## src/rtl/alu_issue_decoder_pkg.sv

```systemverilog
// alu_issue_decoder_pkg: shared constants for the RV32I decode/issue stage.
// Holds the ALU operation codes (EXE_*_OP), the RV32I major opcodes and the
// funct3 -> base ALU operation helper used by the decoder.
package alu_issue_decoder_pkg;

  localparam int ALU_OP_W = 5;

  typedef logic [ALU_OP_W-1:0] exe_op_t;

  // ALU operation codes consumed by the ALU select input
  localparam exe_op_t EXE_NOP_OP  = 5'd0;
  localparam exe_op_t EXE_ADD_OP  = 5'd1;
  localparam exe_op_t EXE_SUB_OP  = 5'd2;
  localparam exe_op_t EXE_SLL_OP  = 5'd3;
  localparam exe_op_t EXE_SLT_OP  = 5'd4;
  localparam exe_op_t EXE_SLTU_OP = 5'd5;
  localparam exe_op_t EXE_XOR_OP  = 5'd6;
  localparam exe_op_t EXE_SRL_OP  = 5'd7;
  localparam exe_op_t EXE_SRA_OP  = 5'd8;
  localparam exe_op_t EXE_OR_OP   = 5'd9;
  localparam exe_op_t EXE_AND_OP  = 5'd10;
  localparam exe_op_t EXE_LB_OP   = 5'd11;
  localparam exe_op_t EXE_LH_OP   = 5'd12;
  localparam exe_op_t EXE_LW_OP   = 5'd13;
  localparam exe_op_t EXE_LBU_OP  = 5'd14;
  localparam exe_op_t EXE_LHU_OP  = 5'd15;
  localparam exe_op_t EXE_SB_OP   = 5'd16;
  localparam exe_op_t EXE_SH_OP   = 5'd17;
  localparam exe_op_t EXE_SW_OP   = 5'd18;
  localparam exe_op_t EXE_BEQ_OP  = 5'd19;
  localparam exe_op_t EXE_BNE_OP  = 5'd20;
  localparam exe_op_t EXE_BLT_OP  = 5'd21;
  localparam exe_op_t EXE_BGE_OP  = 5'd22;
  localparam exe_op_t EXE_BLTU_OP = 5'd23;
  localparam exe_op_t EXE_BGEU_OP = 5'd24;

  // RV32I major opcodes (instr[6:0])
  localparam logic [6:0] OPC_OP     = 7'b0110011;
  localparam logic [6:0] OPC_OP_IMM = 7'b0010011;
  localparam logic [6:0] OPC_LOAD   = 7'b0000011;
  localparam logic [6:0] OPC_STORE  = 7'b0100011;
  localparam logic [6:0] OPC_BRANCH = 7'b1100011;
  localparam logic [6:0] OPC_LUI    = 7'b0110111;
  localparam logic [6:0] OPC_AUIPC  = 7'b0010111;
  localparam logic [6:0] OPC_JAL    = 7'b1101111;
  localparam logic [6:0] OPC_JALR   = 7'b1100111;

  // funct7 values: base encoding and the SUB/SRA alternate
  localparam logic [6:0] F7_BASE = 7'b0000000;
  localparam logic [6:0] F7_ALT  = 7'b0100000;

  // Base ALU operation selected by funct3 for register and immediate ALU forms
  function automatic exe_op_t alu_base_op(input logic [2:0] funct3);
    exe_op_t op;
    case (funct3)
      3'b000:  op = EXE_ADD_OP;
      3'b001:  op = EXE_SLL_OP;
      3'b010:  op = EXE_SLT_OP;
      3'b011:  op = EXE_SLTU_OP;
      3'b100:  op = EXE_XOR_OP;
      3'b101:  op = EXE_SRL_OP;
      3'b110:  op = EXE_OR_OP;
      default: op = EXE_AND_OP;
    endcase
    return op;
  endfunction

endpackage

```

## src/rtl/alu_issue_decoder_alu_op_decode.sv

```systemverilog
// alu_op_decode: purely combinational RV32I word -> ALU operation, immediate
// and operand-B select. Optional macro ALU_DEC_ILLEGAL_EN drives the illegal
// flag; without it the flag is tied low and bad words still decode to NOP.
module alu_op_decode
  import alu_issue_decoder_pkg::*;
#(
  parameter int XLEN            = 32,
  parameter int ALU_SELECT_SIZE = 5
) (
  input  logic [31:0]                instr,
  output logic [ALU_SELECT_SIZE-1:0] alu_op,
  output logic [XLEN-1:0]            imm,
  output logic                       b_sel_imm,
  output logic                       illegal
);

  logic [6:0]  opcode;
  logic [2:0]  funct3;
  logic [6:0]  funct7;
  logic [31:0] imm_i, imm_s, imm_b, imm_u, imm_j, imm_sh;
  exe_op_t     op_c;
  logic [31:0] imm_c;
  logic        bsel_c;
  logic        bad;

  assign opcode = instr[6:0];
  assign funct3 = instr[14:12];
  assign funct7 = instr[31:25];

  assign imm_i  = {{20{instr[31]}}, instr[31:20]};
  assign imm_s  = {{20{instr[31]}}, instr[31:25], instr[11:7]};
  assign imm_b  = {{19{instr[31]}}, instr[31], instr[7], instr[30:25], instr[11:8], 1'b0};
  assign imm_u  = {instr[31:12], 12'b0};
  assign imm_j  = {{11{instr[31]}}, instr[31], instr[19:12], instr[20], instr[30:21], 1'b0};
  assign imm_sh = {27'b0, instr[24:20]};

  // Decode opcode/funct fields; any unrecognised combination collapses to NOP
  always_comb begin
    op_c   = EXE_NOP_OP;
    imm_c  = '0;
    bsel_c = 1'b0;
    bad    = 1'b0;
    case (opcode)
      OPC_OP: begin
        if (funct7 == F7_BASE)                           op_c = alu_base_op(funct3);
        else if (funct7 == F7_ALT && funct3 == 3'b000)   op_c = EXE_SUB_OP;
        else if (funct7 == F7_ALT && funct3 == 3'b101)   op_c = EXE_SRA_OP;
        else                                             bad  = 1'b1;
      end
      OPC_OP_IMM: begin
        bsel_c = 1'b1;
        op_c   = alu_base_op(funct3);
        imm_c  = imm_i;
        if (funct3 == 3'b001) begin
          imm_c = imm_sh;
          if (funct7 != F7_BASE) bad = 1'b1;
        end else if (funct3 == 3'b101) begin
          imm_c = imm_sh;
          if (funct7 == F7_ALT)       op_c = EXE_SRA_OP;
          else if (funct7 != F7_BASE) bad  = 1'b1;
        end
      end
      OPC_LOAD: begin
        bsel_c = 1'b1;
        imm_c  = imm_i;
        case (funct3)
          3'b000:  op_c = EXE_LB_OP;
          3'b001:  op_c = EXE_LH_OP;
          3'b010:  op_c = EXE_LW_OP;
          3'b100:  op_c = EXE_LBU_OP;
          3'b101:  op_c = EXE_LHU_OP;
          default: bad  = 1'b1;
        endcase
      end
      OPC_STORE: begin
        bsel_c = 1'b1;
        imm_c  = imm_s;
        case (funct3)
          3'b000:  op_c = EXE_SB_OP;
          3'b001:  op_c = EXE_SH_OP;
          3'b010:  op_c = EXE_SW_OP;
          default: bad  = 1'b1;
        endcase
      end
      OPC_BRANCH: begin
        bsel_c = 1'b1;
        imm_c  = imm_b;
        case (funct3)
          3'b000:  op_c = EXE_BEQ_OP;
          3'b001:  op_c = EXE_BNE_OP;
          3'b100:  op_c = EXE_BLT_OP;
          3'b101:  op_c = EXE_BGE_OP;
          3'b110:  op_c = EXE_BLTU_OP;
          3'b111:  op_c = EXE_BGEU_OP;
          default: bad  = 1'b1;
        endcase
      end
      OPC_LUI, OPC_AUIPC: begin
        op_c   = EXE_ADD_OP;
        bsel_c = 1'b1;
        imm_c  = imm_u;
      end
      OPC_JAL: begin
        op_c   = EXE_ADD_OP;
        bsel_c = 1'b1;
        imm_c  = imm_j;
      end
      OPC_JALR: begin
        op_c   = EXE_ADD_OP;
        bsel_c = 1'b1;
        imm_c  = imm_i;
        if (funct3 != 3'b000) bad = 1'b1;
      end
      default: bad = 1'b1;
    endcase
    if (bad) begin
      op_c   = EXE_NOP_OP;
      imm_c  = '0;
      bsel_c = 1'b0;
    end
  end

  assign alu_op    = ALU_SELECT_SIZE'(op_c);
  assign imm       = XLEN'($signed(imm_c));
  assign b_sel_imm = bsel_c;

`ifdef ALU_DEC_ILLEGAL_EN
  assign illegal = bad;
`else
  assign illegal = 1'b0;
`endif

endmodule

```

## src/rtl/alu_issue_decoder.sv

```systemverilog
// alu_issue_decoder: registered RV32I decode/issue stage. Decodes each
// accepted word and queues the record in a 2-entry buffer that feeds the ALU
// side over valid/ready. in_ready is a register, so there is no combinational
// path from out_ready. Optional macro ALU_DEC_ILLEGAL_EN enables the illegal
// flag in the decoder.
module alu_issue_decoder
  import alu_issue_decoder_pkg::*;
#(
  parameter int XLEN            = 32,
  parameter int ALU_SELECT_SIZE = 5
) (
  input  logic                       clk,
  input  logic                       rst_n,
  input  logic                       in_valid,
  output logic                       in_ready,
  input  logic [31:0]                in_instr,
  output logic                       out_valid,
  input  logic                       out_ready,
  output logic [ALU_SELECT_SIZE-1:0] alu_op,
  output logic [4:0]                 rd,
  output logic [4:0]                 rs1,
  output logic [4:0]                 rs2,
  output logic [XLEN-1:0]            imm,
  output logic                       b_sel_imm,
  output logic                       illegal
);

  logic [ALU_SELECT_SIZE-1:0] dec_op;
  logic [XLEN-1:0]            dec_imm;
  logic                       dec_bsel;
  logic                       dec_ill;

  logic [ALU_SELECT_SIZE-1:0] op_mem   [2];
  logic [4:0]                 rd_mem   [2];
  logic [4:0]                 rs1_mem  [2];
  logic [4:0]                 rs2_mem  [2];
  logic [XLEN-1:0]            imm_mem  [2];
  logic                       bsel_mem [2];
  logic                       ill_mem  [2];

  logic       wr_ptr, rd_ptr;
  logic [1:0] count, count_next;
  logic       ready_q;
  logic       push, pop;

  alu_op_decode #(
    .XLEN            (XLEN),
    .ALU_SELECT_SIZE (ALU_SELECT_SIZE)
  ) u_dec (
    .instr     (in_instr),
    .alu_op    (dec_op),
    .imm       (dec_imm),
    .b_sel_imm (dec_bsel),
    .illegal   (dec_ill)
  );

  assign in_ready  = ready_q;
  assign out_valid = (count != 2'd0);
  assign push      = in_valid & ready_q;
  assign pop       = out_valid & out_ready;

  // Occupancy after this edge's push/pop; simultaneous push and pop cancel
  always_comb begin
    count_next = count;
    if (push && !pop)      count_next = count + 2'd1;
    else if (pop && !push) count_next = count - 2'd1;
  end

  // Buffer storage, pointers, count and registered ready; reset drops all entries
  always_ff @(posedge clk) begin
    if (!rst_n) begin
      wr_ptr  <= 1'b0;
      rd_ptr  <= 1'b0;
      count   <= 2'd0;
      ready_q <= 1'b1;
      for (int i = 0; i < 2; i++) begin
        op_mem[i]   <= ALU_SELECT_SIZE'(EXE_NOP_OP);
        rd_mem[i]   <= '0;
        rs1_mem[i]  <= '0;
        rs2_mem[i]  <= '0;
        imm_mem[i]  <= '0;
        bsel_mem[i] <= 1'b0;
        ill_mem[i]  <= 1'b0;
      end
    end else begin
      if (push) begin
        op_mem[wr_ptr]   <= dec_op;
        rd_mem[wr_ptr]   <= in_instr[11:7];
        rs1_mem[wr_ptr]  <= in_instr[19:15];
        rs2_mem[wr_ptr]  <= in_instr[24:20];
        imm_mem[wr_ptr]  <= dec_imm;
        bsel_mem[wr_ptr] <= dec_bsel;
        ill_mem[wr_ptr]  <= dec_ill;
        wr_ptr           <= ~wr_ptr;
      end
      if (pop) rd_ptr <= ~rd_ptr;
      count   <= count_next;
      ready_q <= (count_next != 2'd2);
    end
  end

  assign alu_op    = op_mem[rd_ptr];
  assign rd        = rd_mem[rd_ptr];
  assign rs1       = rs1_mem[rd_ptr];
  assign rs2       = rs2_mem[rd_ptr];
  assign imm       = imm_mem[rd_ptr];
  assign b_sel_imm = bsel_mem[rd_ptr];
  assign illegal   = ill_mem[rd_ptr];

endmodule
```

## config.mk

```make
export PLATFORM = sky130hd
export DESIGN_NAME = alu_issue_decoder
export DESIGN_NICKNAME = d
export VERILOG_FILES = /design/src/rtl/alu_issue_decoder_pkg.sv /design/src/rtl/alu_issue_decoder_alu_op_decode.sv /design/src/rtl/alu_issue_decoder.sv
export SDC_FILE = /design/constraint.sdc
export NUM_CORES = 1
export LEC_CHECK = 0
export CAP_MARGIN = 20
export CORE_MARGIN = 2
export CORE_UTILIZATION = 40
export DETAILED_ROUTE_END_ITERATION = 10
export DONT_BUFFER_PORTS = 1
export GPL_TIMING_DRIVEN = 0
export PLACE_DENSITY_LB_ADDON = 0.15
export REMOVE_ABC_BUFFERS = 1
export SLEW_MARGIN = 15
export SYNTH_ARGS = -nofsm -noshare
export SYNTH_HDL_FRONTEND = slang
export SYNTH_SLANG_ARGS = --single-unit
```

## constraint.sdc

```tcl
create_clock -name clk -period 9.95 [get_ports clk]
set_input_delay 0.995 -clock clk [delete_from_list [all_inputs] [get_ports clk]]
set_output_delay 0.995 -clock clk [all_outputs]
set_load 0.01 [all_outputs]
```

==> reports/metrics.yaml, run 1 <==
sta:
  skew_ns: 0.003592
  timing.final.ws_setup_ns: 7.014
  rsz0062_at_grt: "false"
  setup_tns_ns: 0
  period_minus_slack_ns: 2.936
  timing.final.crit_share_pct: 29.51
  hold_viol_final: 0
  setup_viol: 0
  worst_pin_slew_ns: 0.8867
  final_max_slew_viol_count: 0
  worst_slew_margin_rel_pct: 40.83
  max_clock_freq_mhz: 340.6
run_status:
  status: "completed"
critical_path:
  start_kind: "input pin"
  critPathMaxFanout: 26
  cp_data_arrival_time_ns: 3.00
  cp_top_family: "compound AO/OA/AOI/OAI gates"
  crit_slowest_cell: "a2111oi_1"
  endpoint_kind: "flip-flop"
  crit_chain: "nand4bb_1 > a2111oi_1 > a211oi_4 > nand3_4 > a21oi_1"
  cp_num_buf_inv: 0
  cp.required_ns: 10.01
  worstSetupPathType: "input pin to flip-flop"
  slowest_delay_ns: 0.77
logic_synthesis:
  synth_area_leaders: "edfxtp_1 (54%), mux2_2 (10%), and2_1 (4.8%)"
  synthCells: 462
  yosys.area.top_type: "edfxtp_1"
  netlist.area_leader.share_pct: 54.21
  synthArstFlopShare_pct: 0
  synth_area_per_cell_um2: 12.47
  synth_cell_types: 64
  syn-cell-area_um2: 5761
  synth-seq-area-share_pct: 56.99
  ys_ff_latch: 112
  synth_edf_count: 104
  ys.warnings.count: 0
  synthFlopType: "edfxtp_1"
routing:
  drtIter0Drc: 254
  ant_nets: 0
  wl_per_cell_um: 20.64
  drt_wl_total_mm: 13.15
  vias: 3621
  via_per_inst: 5.684
  drt_pre_antenna_iters: 5
  post-route-drc-count: 0
cells_and_area:
  final_core_util_pct: 44.73
  syn_to_final_growth_pct: 8.623
  diodes: 0
  design_area_um2: 6257
  num-fill-cells: 1303
  drive_gt1_share_pct: 24.73
  fin_nets: 494
  multiInputGateArea_um2: 2318
  regArea_um2: 3287
global_routing:
  grt_max_degree: 55
  grtUsageTotal_pct: 17.75
  overflow: 0
  grt_pass1_vias: 3650
  antenna_found_initial: 0
  grt_pass1_wl_mm: 20.42
clocking:
  clkLatencyLatePin_ns: 0.35
  htree_levels: 3
  holdBufCountCts: 0
  cts_resized: 0
  path_clk_slew_ns: 0.07
  cts.sinks: 112
  cts_tree: "built"
  numCtsBuffers: 9
  cts_buffer_depth: 2
  cts_setup_buffers: 0
  cts_root_buffer: "clkbuf_16"
placed_design:
  place_ws_ns: 6.662
  port_buffers: 0
  dpl_cell_area_um2: 5978
  gp_congestion: 0.8282
  dp_hpwl_mm: 8.520
die:
  die_w_um: 124.0
  std_cell_rows: 43
  io_pins: 92
  dieArea_um2: 15380
  start_util_pct: 41.18
  core_area_um2: 13990
  die_h_um: 124.0
power:
  leakage_nw: 2.127
  vdd_drop_max_uv: 78.83
  p_per_area_nw_per_um2: 199.9
  p_total_mw: 1.251
job:
  drv_cap: 0
hold_path:
  hold_path_class: "flip-flop to flip-flop"
==> registers in the layout, indices dropped and copies added (netlist names), named ones only <==
signal and flops:
count 2, rd_ptr 1, in_ready 1, rs2_mem 10
rd_mem 10, rs1_mem 10, bsel_mem 2, op_mem 10
imm_mem 64, wr_ptr 1
==> final cells by class <==
| cell class | instances | area share, % |
|---|---|---|
| inverters | 12 | 0.7199 |
| clock buffers | 10 | 3.819 |
| clock inverters | 6 | 0.6399 |
| flip-flops and latches | 112 | 52.53 |
| well taps | 180 | 3.599 |
| multi-input cells | 313 | 37.05 |
| repair buffers | 4 | 1.640 |
==> routing by layer <==
metal / vias to the layer above / GRT usage (%) / share of wire, %
li1: 1692 / - / -
met1: 1805 / 22.76 / 43
met2: 105 / 29.26 / 48
met3: 19 / 4.441 / 6.8
met4: 0 / 6.250 / 1.7
met5: - / 0 / 0
==> worst paths after layout <==
kind | from | to | slack [ns] | depth (start not counted)
setup / recovery | in_instr[3] | imm_mem[1][12]$_SDFFCE_PN0P_ | 7.01 | 5
hold / removal | bsel_mem[1]$_DFF_P_ | bsel_mem[1]$_DFF_P_ | 0.48 | 2
setup reg to reg | in_ready$_SDFF_PN1_ | imm_mem[1][12]$_SDFFCE_PN0P_ | 7.45 | 4
hold reg to reg | bsel_mem[1]$_DFF_P_ | bsel_mem[1]$_DFF_P_ | 0.48 | 2
==> worst min-delay path, delay by kind of cell (launching register included) <==
kind | cells | cell delay (ns)
flops | 1 | 0.32
simple gates | 2 | 0.12
==> synthesized netlist by cell type, drive strengths merged, types with 2 or more instances <==
master and count:
a22oi 15, and4 3, nor3 4, a211oi 5, nand2b 6, a21oi 21, and3b 3, a21o 4
nand4b 2, nand2 19, dfxtp 8, xor2 4, mux2 52, ha 6, or2 3, o31ai 2
edfxtp 104, nor2 55, o211ai 3, nand3 11, buf 12, xnor2 2, nand4 4, inv 12
nor2b 5, clkbuf 13, o21ai 11, and2 44, nor4 4, o32a 2, a31oi 4
==> cells by family (layout without fill, tap and decap cells) <==
logic type	count (synthesis)	in the layout	synth area share, %
flip-flops	112	112	56.99
AND/OR/NAND/NOR	166	166	17.03
XOR/XNOR	6	6	0.9122
other	1	1	0.06510
AO/OA/AOI/OAI	80	80	9.948
adder cells (fa/ha/maj)	7	7	1.477
buffers and inverters	37	32	3.236
multiplexers	53	53	10.34
==> per-stage QoR <==
| stage | hold slack (ns) | instances |
|---|---|---|
| floorplan | 0.4348 | 437 |
| global placement | 0.4522 | 617 |
| detailed placement | 0.4629 | 621 |
| CTS | 0.4731 | 637 |
| global route | 0.4946 | 637 |
| finish | 0.4779 | 637 |
==> cells in the final DEF, fill, tap and decap left out, types with 5 or more instances in the layout <==
master,instances
a21oi_1,17
a22oi_1,15
and2_1,44
clkbuf_16,9
dfxtp_1,7
edfxtp_1,104
ha_1,6
inv_1,12
mux2_2,52
nand2_1,18
nand2b_1,6
nand3_1,9
nor2_1,37
nor2_2,18
nor2b_1,5
o21ai_0,8
==> where the power goes <==
part           total, mW  switching (mW)  internal (mW)
clock              0.346           0.168          0.178
sequential         0.643          0.0542          0.589
combinational      0.262           0.143          0.119
No activity file was read; power rests on OpenSTA's default activity.
==> inputs of run 2 (changes only) <==
==> constraint.sdc (replaced) <==
create_clock -name clk -period 2.4 [get_ports clk]
set_input_delay 0.24 -clock clk [delete_from_list [all_inputs] [get_ports clk]]
set_output_delay 0.24 -clock clk [all_outputs]
set_load 0.01 [all_outputs]
==> reports/metrics.yaml, run 2 (synthesized netlist as in run 1, its figures left out) <==
sta:
  whs_ns: 0.02695  # -0.4510 ns
  rsz0062_at_grt: "false"
  skew_ns: 0.004787  # +0.001195 ns
  final_max_slew_viol_count: 0  # unchanged
  period_minus_slack_ns: 2.205
  setup_viol: 0  # unchanged
  worst_slew_margin_rel_pct: 47.40  # +6.6 points
  hold_viol_final: 0  # unchanged
  worst_pin_slew_ns: 0.7861  # -0.1005 ns
  max_clock_freq_mhz: 453.6
  timing.final.crit_share_pct: 91.86
  timing.final.ws_setup_ns: 0.1954  # -6.819 ns
die:
  die_h_um: 124.0  # unchanged
  core_area_um2: 13990  # unchanged
  die_w_um: 124.0  # unchanged
  io_pins: 92  # unchanged
  std_cell_rows: 43  # unchanged
  start_util_pct: 41.18  # unchanged
  dieArea_um2: 15380  # unchanged
cells_and_area:
  drive_gt1_share_pct: 25.05  # +0.33 points
  mostFrequentLayoutCell: "edfxtp_1"
  diodes: 0  # unchanged
  top_register: "imm_mem"
  fin_nets: 496  # +0.40%
  num-fill-cells: 1301  # -0.15%
  final_cell_mix: "edfxtp_1 (104), mux2_2 (52), and2_1 (44)"
  syn_to_final_growth_pct: 8.970
  largest_reg_flops: 64  # unchanged
  final_cells: 639  # +0.31%
critical_path:
  cp.required_ns: 2.46  # -7.55 ns
  cp_num_buf_inv: 0  # unchanged
  start_kind: "input pin"
  cp_top_family: "compound AO/OA/AOI/OAI gates"
  critPathMaxFanout: 26  # unchanged
  crit_chain: "nand4bb_1 > a2111oi_1 > a211oi_4 > nand3_4 > a21oi_1"
  worstSetupPathType: "input pin to flip-flop"
  slowest_delay_ns: 0.78  # about the same
  cp_data_arrival_time_ns: 2.27  # -0.73 ns
  ff2ff_setup_slack_ns: 0.21  # -7.24 ns
  endpoint_kind: "flip-flop"
  crit_slowest_cell: "a2111oi_1"
job:
  drv_cap: 0  # unchanged
global_routing:
  antenna_found_initial: 0  # unchanged
  grt_pass1_vias: 3659  # +0.25%
  grtUsageTotal_pct: 17.76  # about the same
  overflow: 0  # unchanged
  grt_max_degree: 55  # unchanged
  grt_pass1_wl_mm: 20.44  # +0.13%
clocking:
  htree_levels: 3  # unchanged
  path_clk_slew_ns: 0.07  # about the same
  cts.sinks: 112  # unchanged
  clkLatencyLatePin_ns: 0.34  # about the same
  cts_root_buffer: "clkbuf_16"
  cts_tree: "built"
  cts_buffer_depth: 2  # unchanged
  numCtsBuffers: 9  # unchanged
placed_design:
  place_ws_ns: -0.1400  # -6.802 ns
  port_buffers: 0  # unchanged
  placed_cells: 621  # unchanged
  dp_hpwl_mm: 8.520  # unchanged
  gp_congestion: 0.8282  # unchanged
hold_path:
  hold_path_class: "input pin to flip-flop"
routing:
  via_per_inst: 5.690  # about the same
  drt_wl_total_mm: 13.20  # +0.40%
  wl_per_cell_um: 20.66  # about the same
  vias: 3636  # +0.41%
  ant_nets: 0  # unchanged
  post-route-drc-count: 0  # unchanged
  drt_pre_antenna_iters: 5  # unchanged
  drtIter0Drc: 237  # -6.7%
power:
  vdd_drop_max_uv: 328.1  # +320%
  p_per_area_nw_per_um2: 828.3  # +310%
  leakage_nw: 2.138  # +0.51%
run_status:
  status: "completed"
## run 2: changes by cell type in the layout (fill, tap and decap cells not counted), sizes merged
cell  change
buf       +2
## run 2: power by group
group          total [mW]  switching (mW)  internal (mW)
Clock                1.43           0.696          0.737
Sequential           2.66           0.224           2.44
Combinational        1.10           0.601          0.501
## run 2: routing by layer
layer	global-route usage (%)	vias to the layer above	part of all wire, %
met5	0	-	0
met4	6.390	0	1.9
met3	4.533	19	7.3
met2	29.16	123	48
met1	22.76	1797	43
li1	-	1697	-
## run 2: through the flow
step	utilization, %	TNS, ns	cell area [µm²]	total power, mW
CTS	44.87	0	6277	5.261
global placement	41.78	-348.83	5844	3.779
global route	44.87	0	6277	5.440
finish	44.87	0	6277	5.199
floorplan	-	-130.06	5619	3.492
detailed placement	42.74	-3.516	5978	3.826
## run 2: final cells by class
class / count / area [µm²] / area share [%]
multi-input cells: 313 / 2323 / 37.01
clock buffers: 10 / 239.0 / 3.807
repair buffers: 6 / 117.6 / 1.874
flip-flops and latches: 112 / 3287 / 52.36
inverters: 12 / 45.04 / 0.7176
well taps: 180 / 225.2 / 3.588
clock inverters: 6 / 40.04 / 0.6378
## run 2: what timing repair did
| action | 4_1_cts | 5_1_grt |
|---|---|---|
| gates resized for setup | 1 | 0 |
| setup buffers | 2 | 0 |
| hold buffers | 0 | 0 |
| setup endpoints to repair | 34 | 0 |
## run 2: worst paths after layout
path,startpoint,endpoint,cells past startpoint
max,in_instr[3],imm_mem[1][12]$_SDFFCE_PN0P_,5
min,rst_n,bsel_mem[1]$_DFF_P_,2
max reg2reg,in_ready$_SDFF_PN1_,imm_mem[1][12]$_SDFFCE_PN0P_,4
min reg2reg,bsel_mem[1]$_DFF_P_,bsel_mem[1]$_DFF_P_,2
==> inputs of run 3 (changes only) <==
--- a/config.mk
+++ b/config.mk
@@ -16,4 +16,5 @@
 export SLEW_MARGIN = 15
 export SYNTH_ARGS = -nofsm -noshare
 export SYNTH_HDL_FRONTEND = slang
+export SYNTH_HIERARCHICAL = 1
 export SYNTH_SLANG_ARGS = --single-unit
==> reports/metrics.yaml, run 3 <==
run_status:
  status: "completed"
power:
  pwr-share-comb_pct: 17.8  # -3.4 points
  power_frac_clock_pct: 41.3  # +14 points
  switching_share_pct: 27.35  # -1.9 points
  p_per_area_nw_per_um2: 876.4  # +5.8%
  power_frac_seq_pct: 40.9  # -10 points
  p_int_mw: 4.487  # +22%
  vdd_drop_max_uv: 611.6  # +86%
  leakage_nw: 2.564  # +20%
  power.switching_mw: 1.689  # +11%
critical_path:
  r2r_cells: 3  # -1
  cp.required_ns: 2.50  # +0.04 ns
  cp_data_arrival_time_ns: 2.23  # -0.04 ns
  worstSetupPathType: "flip-flop to flip-flop"
  endpoint_kind: "flip-flop"
  critPathMaxFanout: 57  # +120%
  r2r-end: "imm_mem[1][18]$_SDFFCE_PN0P_"
  r2r_start: "in_ready$_SDFF_PN1_"
  ff2ff_setup_slack_ns: 0.27  # +0.06 ns
  start_kind: "flip-flop"
job:
  drv_cap: 0  # unchanged
hold_path:
  hold_depth: 1  # -1
  holdCritStartpoint: "in_instr[7]"
  hold_path_class: "input pin to flip-flop"
  holdPathEnd: "rd_mem[1][0]$_SDFFCE_PN0P_"
placed_design:
  dpl_cell_area_um2: 6369  # +6.5%
  dp_hpwl_mm: 9.215  # +8.1%
  gp_congestion: 0.8110  # -2.1%
  port_buffers: 0  # unchanged
logic_synthesis:
  yosys.area.top_type: "edfxtp_1"
  ys.warnings.count: 6  # +6
  syn-cell-area_um2: 6128  # +6.4%
  synth_top_family_by_area: "simple AND/OR/NAND/NOR gates"
  synth_area_leaders: "edfxtp_1 (51%), mux2_2 (9.9%), and2_1 (6.4%)"
  synth_area_per_cell_um2: 11.79  # -5.5%
  synth_cell_types: 61  # -4.7%
  synth_most_common_cell: "edfxtp_1"
  synth_edf_count: 104  # unchanged
  synth_compound_area_share_pct: 8.514  # -1.4 points
  synth-xor-area-share_pct: 0.5717  # -0.34 points
  yosys.area_share.adder_pct: 1.409  # -0.068 points
  synthArstFlopShare_pct: 0  # unchanged
  synth-simple-area-share_pct: 20.74  # +3.7 points
  synthFlopType: "edfxtp_1"
  netlist.area_leader.share_pct: 50.96  # -3.3 points
  synth-seq-area-share_pct: 54.23  # -2.8 points
  synth_common_cells: "edfxtp_1 (104), and2_1 (63), mux2_2 (54), and2_2 (41), nand2_1 (31)"
  muxShareOfSynthArea_pct: 10.41  # +0.074 points
  ys_ff_latch: 114  # +1.8%
  synthCells: 520  # +13%
global_routing:
  grt_pass1_vias: 4070  # +11%
  grtUsageTotal_pct: 18.35  # +0.58 points
  grt_max_degree: 58  # +5.5%
  grt_pass1_wl_mm: 22.38  # +9.5%
  overflow: 0  # unchanged
  antenna_found_initial: 0  # unchanged
die:
  die_h_um: 127.8  # +3.0%
  dieArea_um2: 16330  # +6.2%
  core_area_um2: 15090  # +7.9%
  io_pins: 92  # unchanged
  start_util_pct: 40.61  # -0.57 points
  die_w_um: 127.8  # +3.0%
  std_cell_rows: 45  # +4.7%
cells_and_area:
  diodes: 0  # unchanged
  design_area_um2: 7048  # +12%
  fin_nets: 568  # +15%
  top_register: "imm_mem"
  multiInputGateArea_um2: 2577  # +11%
  final_cell_mix: "edfxtp_1 (104), and2_1 (63), mux2_2 (54)"
  mostFrequentLayoutCell: "edfxtp_1"
  regArea_um2: 3327  # +1.2%
  drive_gt1_share_pct: 31.35  # +6.3 points
  largest_reg_flops: 64  # unchanged
  syn_to_final_growth_pct: 15.01
  num-fill-cells: 1375  # +5.7%
clocking:
  cts_resized: 0  # -1
  cts_tree: "built"
  cts_buffer_depth: 2  # unchanged
  cts_root_buffer: "clkbuf_16"
  cts.sinks: 114  # +1.8%
  clkLatencyLatePin_ns: 0.42  # +0.08 ns
  htree_levels: 4  # +1
  path_clk_slew_ns: 0.06  # about the same
  numCtsBuffers: 17  # +8
sta:
  worst_slew_margin_rel_pct: 48.50  # +1.1 points
  final_max_slew_viol_count: 0  # unchanged
  skew_ns: 0.004854  # +0.00006664 ns
  worst_pin_slew_ns: 0.7673  # -0.01884 ns
  max_clock_freq_mhz: 469.9  # +3.6%
  hold_viol_final: 0  # unchanged
  setup_tns_ns: 0  # unchanged
  setup_viol: 0  # unchanged
  rsz0062_at_grt: "false"
  period_minus_slack_ns: 2.128  # -0.07660 ns
  timing.final.crit_share_pct: 88.67  # -3.2 points
routing:
  drtIter0Drc: 207  # -13%
  ant_nets: 0  # unchanged
  wl_per_cell_um: 19.85  # -3.9%
  via_per_inst: 5.510  # -3.2%
  drt_wl_total_mm: 14.43  # +9.3%
  post-route-drc-count: 0  # unchanged
  drt_pre_antenna_iters: 4  # -1
  vias: 4006  # +10%
==> run 3: worst max-delay path: stages, from the launching register on <==
cell,delay [ns]
dfxtp_1,0.43
and4_4,0.67
or2b_4,0.40
buf_16,0.27
==> run 3: logic make-up after synthesis <==
kind of cell	Yosys count
flops	114
fa+ha+maj	7
other cells	1
xor+xnor	4
buf+inv	48
compound gates	78
simple gates	211
mux	57
==> run 3: final cells by class <==
type | instances | area share [%]
Sequential cell | 114 | 47.20
Multi-Input combinational cell | 358 | 36.57
Clock buffer | 17 | 6.036
Timing Repair Buffer | 23 | 3.852
Tap cell | 188 | 3.337
Clock inverter | 15 | 2.361
Inverter | 12 | 0.6391
==> run 3: power groups by stage <==
stage,Combinational (mW),Clock [mW],Sequential (mW)
after floorplan,0.780,0,2.56
after global placement,0.967,0,2.65
after detailed placement,1.11,0,2.57
after CTS,1.13,2.58,2.53
after global routing,1.19,2.67,2.56
final,1.10,2.55,2.53
==> run 3: repair_timing <==
action / in CTS / in global routing
setup endpoints to repair: 12 / 0
buffers inserted: 1 / 0
hold buffers: 8 / 0
hold endpoints to repair: 10 / 0
==> run 3: worst max path at each step <==
stage / startpoint / endpoint / slack (ns)
finish: in_ready$_SDFF_PN1_ / imm_mem[1][18]$_SDFFCE_PN0P_ / 0.27
global route: in_instr[2] / imm_mem[0][3]$_SDFFCE_PN0P_ / 0.11
CTS: in_ready$_SDFF_PN1_ / rs1_mem[1][3]$_SDFFCE_PN0P_ / 0.21
detailed placement: in_instr[2] / imm_mem[0][4]$_SDFFCE_PN0P_ / -0.49
global placement: in_instr[2] / op_mem[0][1]$_SDFFCE_PN0P_ / -2.78
floorplan: in_instr[2] / imm_mem[0][1]$_SDFFCE_PN0P_ / -1.01
==> run 3: per-layer routing <==
layer  global-route usage (%)  wire [µm]  vias up
met2                    30.48       7099      111
met3                    6.010        911       20
met1                    21.67       6128     1994
li1                         -          -     1881
met5                        0          0        -
met4                    8.403        294        0
==> run 3: through the flow <==
| stage | utilization [%] | hold slack, ns | std cells | power [mW] | setup slack [ns] |
|---|---|---|---|---|---|
| finish | 46.71 | 0.01946 | 727 | 6.177 | 0.2720 |
| global route | 46.71 | 0.006307 | 727 | 6.409 | 0.1098 |
| CTS | 46.71 | 0.0001372 | 727 | 6.246 | 0.2079 |
| detailed placement | 42.21 | 0.3980 | 686 | 3.682 | -0.4922 |
| global placement | 40.82 | 0.3853 | 672 | 3.614 | -2.775 |
| floorplan | - | 0.3799 | 484 | 3.344 | -1.009 |
